===== src/rtl/start_screen_draw.sv =====
// Start-screen overlay stage: maps the VGA timing stream to image ROM addresses and
// blends the returned 4-bit grey pixel over the background, keeping timing aligned (2-cycle latency).
module start_screen_draw #(
  parameter int X0    = 80,
  parameter int Y0    = 150,
  parameter int IMG_W = 160,
  parameter int IMG_H = 75,
  parameter int SHIFT = 2
) (
  input  logic        clk,
  input  logic        rst_n,
  input  logic        enable,
  input  logic [10:0] hcount_in,
  input  logic [10:0] vcount_in,
  input  logic        hsync_in,
  input  logic        vsync_in,
  input  logic        hblnk_in,
  input  logic        vblnk_in,
  input  logic [11:0] rgb_in,
  output logic [18:0] rom_addr,
  input  logic [3:0]  rom_data,
  output logic [10:0] hcount_out,
  output logic [10:0] vcount_out,
  output logic        hsync_out,
  output logic        vsync_out,
  output logic        hblnk_out,
  output logic        vblnk_out,
  output logic [11:0] rgb_out
);

  // Free-running pipeline: no valid/ready handshake, one pixel enters and one leaves every clock.
  localparam logic [11:0] X_LO = 12'(X0);
  localparam logic [11:0] X_HI = 12'(X0 + (IMG_W << SHIFT));
  localparam logic [11:0] Y_LO = 12'(Y0);
  localparam logic [11:0] Y_HI = 12'(Y0 + (IMG_H << SHIFT));

  logic [11:0] h_ext, v_ext, rel_x, rel_y;
  logic        in_win;
  logic [18:0] addr_calc;

  // Zero-extended 12-bit compares keep positions left/above the window from wrapping into it.
  assign h_ext  = {1'b0, hcount_in};
  assign v_ext  = {1'b0, vcount_in};
  assign rel_x  = h_ext - X_LO;
  assign rel_y  = v_ext - Y_LO;
  assign in_win = enable && (h_ext >= X_LO) && (h_ext < X_HI) &&
                  (v_ext >= Y_LO) && (v_ext < Y_HI);

  assign addr_calc = 19'(rel_y >> SHIFT) * 19'(IMG_W) + 19'(rel_x >> SHIFT);

  logic        in_win_q;
  logic [11:0] rgb_q;
  logic [10:0] hcount_d1, vcount_d1;
  logic        hsync_d1, vsync_d1, hblnk_d1, vblnk_d1;
  logic [11:0] rgb_next;

  // Blank dominates; ROM index 0 is transparent.
  always_comb begin
    rgb_next = rgb_q;
    if (hblnk_d1 || vblnk_d1) begin
      rgb_next = 12'h000;
    end else if (in_win_q && (rom_data != 4'h0)) begin
      rgb_next = {rom_data, rom_data, rom_data};
    end
  end

  always_ff @(posedge clk or negedge rst_n) begin
    if (!rst_n) begin
      rom_addr   <= '0;
      in_win_q   <= 1'b0;
      rgb_q      <= '0;
      hcount_d1  <= '0;
      vcount_d1  <= '0;
      hsync_d1   <= 1'b0;
      vsync_d1   <= 1'b0;
      hblnk_d1   <= 1'b0;
      vblnk_d1   <= 1'b0;
      hcount_out <= '0;
      vcount_out <= '0;
      hsync_out  <= 1'b0;
      vsync_out  <= 1'b0;
      hblnk_out  <= 1'b0;
      vblnk_out  <= 1'b0;
      rgb_out    <= '0;
    end else begin
      rom_addr   <= in_win ? addr_calc : '0;
      in_win_q   <= in_win;
      rgb_q      <= rgb_in;
      hcount_d1  <= hcount_in;
      vcount_d1  <= vcount_in;
      hsync_d1   <= hsync_in;
      vsync_d1   <= vsync_in;
      hblnk_d1   <= hblnk_in;
      vblnk_d1   <= vblnk_in;
      hcount_out <= hcount_d1;
      vcount_out <= vcount_d1;
      hsync_out  <= hsync_d1;
      vsync_out  <= vsync_d1;
      hblnk_out  <= hblnk_d1;
      vblnk_out  <= vblnk_d1;
      rgb_out    <= rgb_next;
    end
  end

endmodule

===== config.mk =====
export PLATFORM = sky130hd
export DESIGN_NAME = start_screen_draw
export DESIGN_NICKNAME = d
export VERILOG_FILES = /design/src/rtl/start_screen_draw.sv
export SDC_FILE = /design/constraint.sdc
export NUM_CORES = 1
export LEC_CHECK = 0
export BUFFER_PORTS_ARGS = -buffer_cell sky130_fd_sc_hd__buf_2
export CORE_UTILIZATION = 43
export DETAILED_ROUTE_END_ITERATION = 8
export GPL_ROUTABILITY_DRIVEN = 0
export PLACE_DENSITY = 0.73
export SETUP_SLACK_MARGIN = 0.3
export SYNTH_ARGS = -nofsm -noshare
export SYNTH_HDL_FRONTEND = slang
export SYNTH_SLANG_ARGS = --single-unit

===== constraint.sdc =====
create_clock -name clk -period 1.6 [get_ports clk]
set_input_delay 0.32 -clock clk [delete_from_list [all_inputs] [get_ports clk]]
set_output_delay 0.32 -clock clk [all_outputs]
set_load 0.1 [all_outputs]

==> run metrics <==
status finished, violations left; violated checks setup timing; leakage just over 3 nW; crit share post-route 175.0%; post-synthesis cell count 302; I/O pins 102; crit-path cells buf_12 -> ha_4 -> o21ai_4 -> xor2_2 -> ha_4 -> ha_4 -> inv_2 -> fa_2 -> buf_4 -> nor2b_4 -> o22ai_1 -> xnor2_1 -> buf_4 -> and3_4 -> nand3_2 -> a21oi_2; Starting Density 44.26%; P&R area growth vs syn 69.11%; die area 9360 µm²; Hold Fails Final Rpt 0; WL met2 5647 µm; Peak VDD IR 674.1 µV; dpl hpwl 6414 µm; most common cell in the synthesized netlist dfrtp_1; CTS tree yes; diode count 0; met3 routed WL ~400 µm; drt first pass iters 4; Sink Count 96; maximum clock rate 357.1 MHz; First DRT Iteration DRCs 110; sequential area share after synthesis 62.24%; Routed WL 10370 µm; vias 3027; Post-layout nets 560; ys flop type dfrtp_1; Via density slightly above 5; clk_lat worst skew 0.36 ns; largest net degree at the start of global routing 35; Commonest cells post-synth 96 x dfrtp_1, 26 x nor2_1, 25 x ha_1, 23 x nand2_1, 19 x a21oi_1; Total GRT Usage 21.12%; final worst slack -1.201 ns; number of buffers and inverters on the critical path 4; FFs w/ async S/R, synth between 90% and 100%; die height 96.75 µm; Worst Setup Start Kind input pin; antenna viol nets, final 0; Synth top area share between 60% and 70%; Power Total 6.844 mW; post-DR wirelength/cell ~17 µm; crit-path most repeated cell ha_4; max_cap viols 0; first-pass GRT wire length 15570 µm; final clock skew 0.01051 ns; minimum clock period 2.801 ns; Post-Syn Area 3860 µm²; Synth Net Count 374; crit path kind in -> reg; pre-CTS setup slack -1.656 ns; Final setup viols 11; clock buffer depth 2; WP data required 1.89 ns; clock root cell clkbuf_8; DRC violations left 0; initial antenna violation count 0; Worst-path clk slew 0.10 ns; flop and latch count out of synthesis 96; unrepaired setup endpoints after global routing true; Post-synth EDFFs 0; PwrDens 1048 nW/µm²; Rows 34; die width 96.75 µm; top cells by area, synth dfrtp_1 62%, ha_1 8.1%, xnor2_1 3.6%; crit path max fanout 4; Slew Limit Fails 0; post-synthesis average cell area 12.78 µm²; proportion of layout cells with a drive suffix above 1 57.81%; core area 8721 µm²; largest area contributor in the netlist dfrtp_1; Top Layer Used met4; vias in the first global route 3250; Slowest-stage cell, CP fa_2; H-tree Lvls 3; CP top delay family adder cells; Yosys Warn Count 0; Crit path largest cell delay between 0.3 and 0.4 ns; CTS buffer count 9; wl on met1 4023 µm; critical path arrival 3.09 ns; post-synthesis cell type count 47; Port-buffer cells approximately 100; Critical Path End Type register; grt ovf 0; HP Class in -> reg
## final timing paths
path	from	to	slack (ns)	cells after the start
max in group asynchronous	rst_n	hcount_d1[3]	0.62	3
setup / recovery	vcount_in[1]	rom_addr[15]	-1.20	16
min in group asynchronous	rst_n	rom_addr[18]	0.45	2
setup reg to reg	in_win_q	rgb_out[0]	0.47	4
hold / removal	rgb_in[10]	rgb_q[10]	0.06	1
hold reg to reg	hcount_d1[1]	hcount_out[1]	0.35	0
## stage by stage
stage	setup TNS [ns]	std cells	utilization [%]	hold WS [ns]	instance area [µm²]
2_1_floorplan	-10.59	302	-	0.02441	3958
3_3_place_gp	-16.94	570	58.39	0.2868	5092
3_5_place_dp	-17.80	570	58.39	0.2952	5092
4_1_cts	-8.880	593	67.85	0.04806	5917
5_1_grt	-10.61	601	74.85	0.03583	6528
6_report	-9.803	601	74.85	0.05895	6528
## kinds of logic after synthesis
kind of cell	Yosys count	synth area share (%)
DFF	96	62.24
and+or+nand+nor	78	10.44
AOI/OAI and AO/OA	52	9.530
xor gates and xnor gates	27	6.126
adders and majority gates	27	9.141
buffers and inverters	21	2.431
other	1	0.09715
## power breakdown
part	total, mW	switching (mW)	internal, mW
combinational	2.79	1.51	1.28
clock	1.48	0.886	0.591
sequential	2.58	0.0489	2.53
## state kept, by name, summed over array words and instances, names as in the netlist, 11 cells and up
name	count
vcount_out	11
vcount_d1	11
rgb_q	12
hcount_out	11
hcount_d1	11
rom_addr	19
rgb_out	12
## area by class of cell
class | count | area [µm²]
Clock buffer | 10 | 127.6
Clock inverter | 6 | 51.30
Fill cell | 494 | 2193
Inverter | 16 | 65.06
Multi-Input combinational cell | 185 | 1974
Sequential cell | 96 | 2402
Tap cell | 108 | 135.1
Timing Repair Buffer | 180 | 1772
## cells in the final DEF (no fill, tap or decap), types with 5 or more instances in the layout
cell       n
nor2_4     7
ha_1      10
xnor2_2    8
buf_2     36
ha_4      12
buf_4     66
xor2_1     5
nand2_1   21
clkbuf_8   9
nor2_1    15
buf_6     44
inv_1     13
dfrtp_1   96
a21oi_1   14
buf_12    19
xnor2_1    7
buf_8     14
xor2_2     6
## timing repair
action                     CTS  global route
hold endpoints to repair    30             0
hold buffers                 1             0
gates cloned                 0             0
buffers inserted             6             8
gates resized for setup    168           104
setup endpoints to repair   76            48
pin swaps                   24            27
## per-layer routing
metal	GRT usage (%)	vias up
li1	-	1392
met1	24.73	1513
met2	38.14	96
met3	5.130	26
met4	6.315	0
met5	0	-
Power figures use the tool's default switching activity.
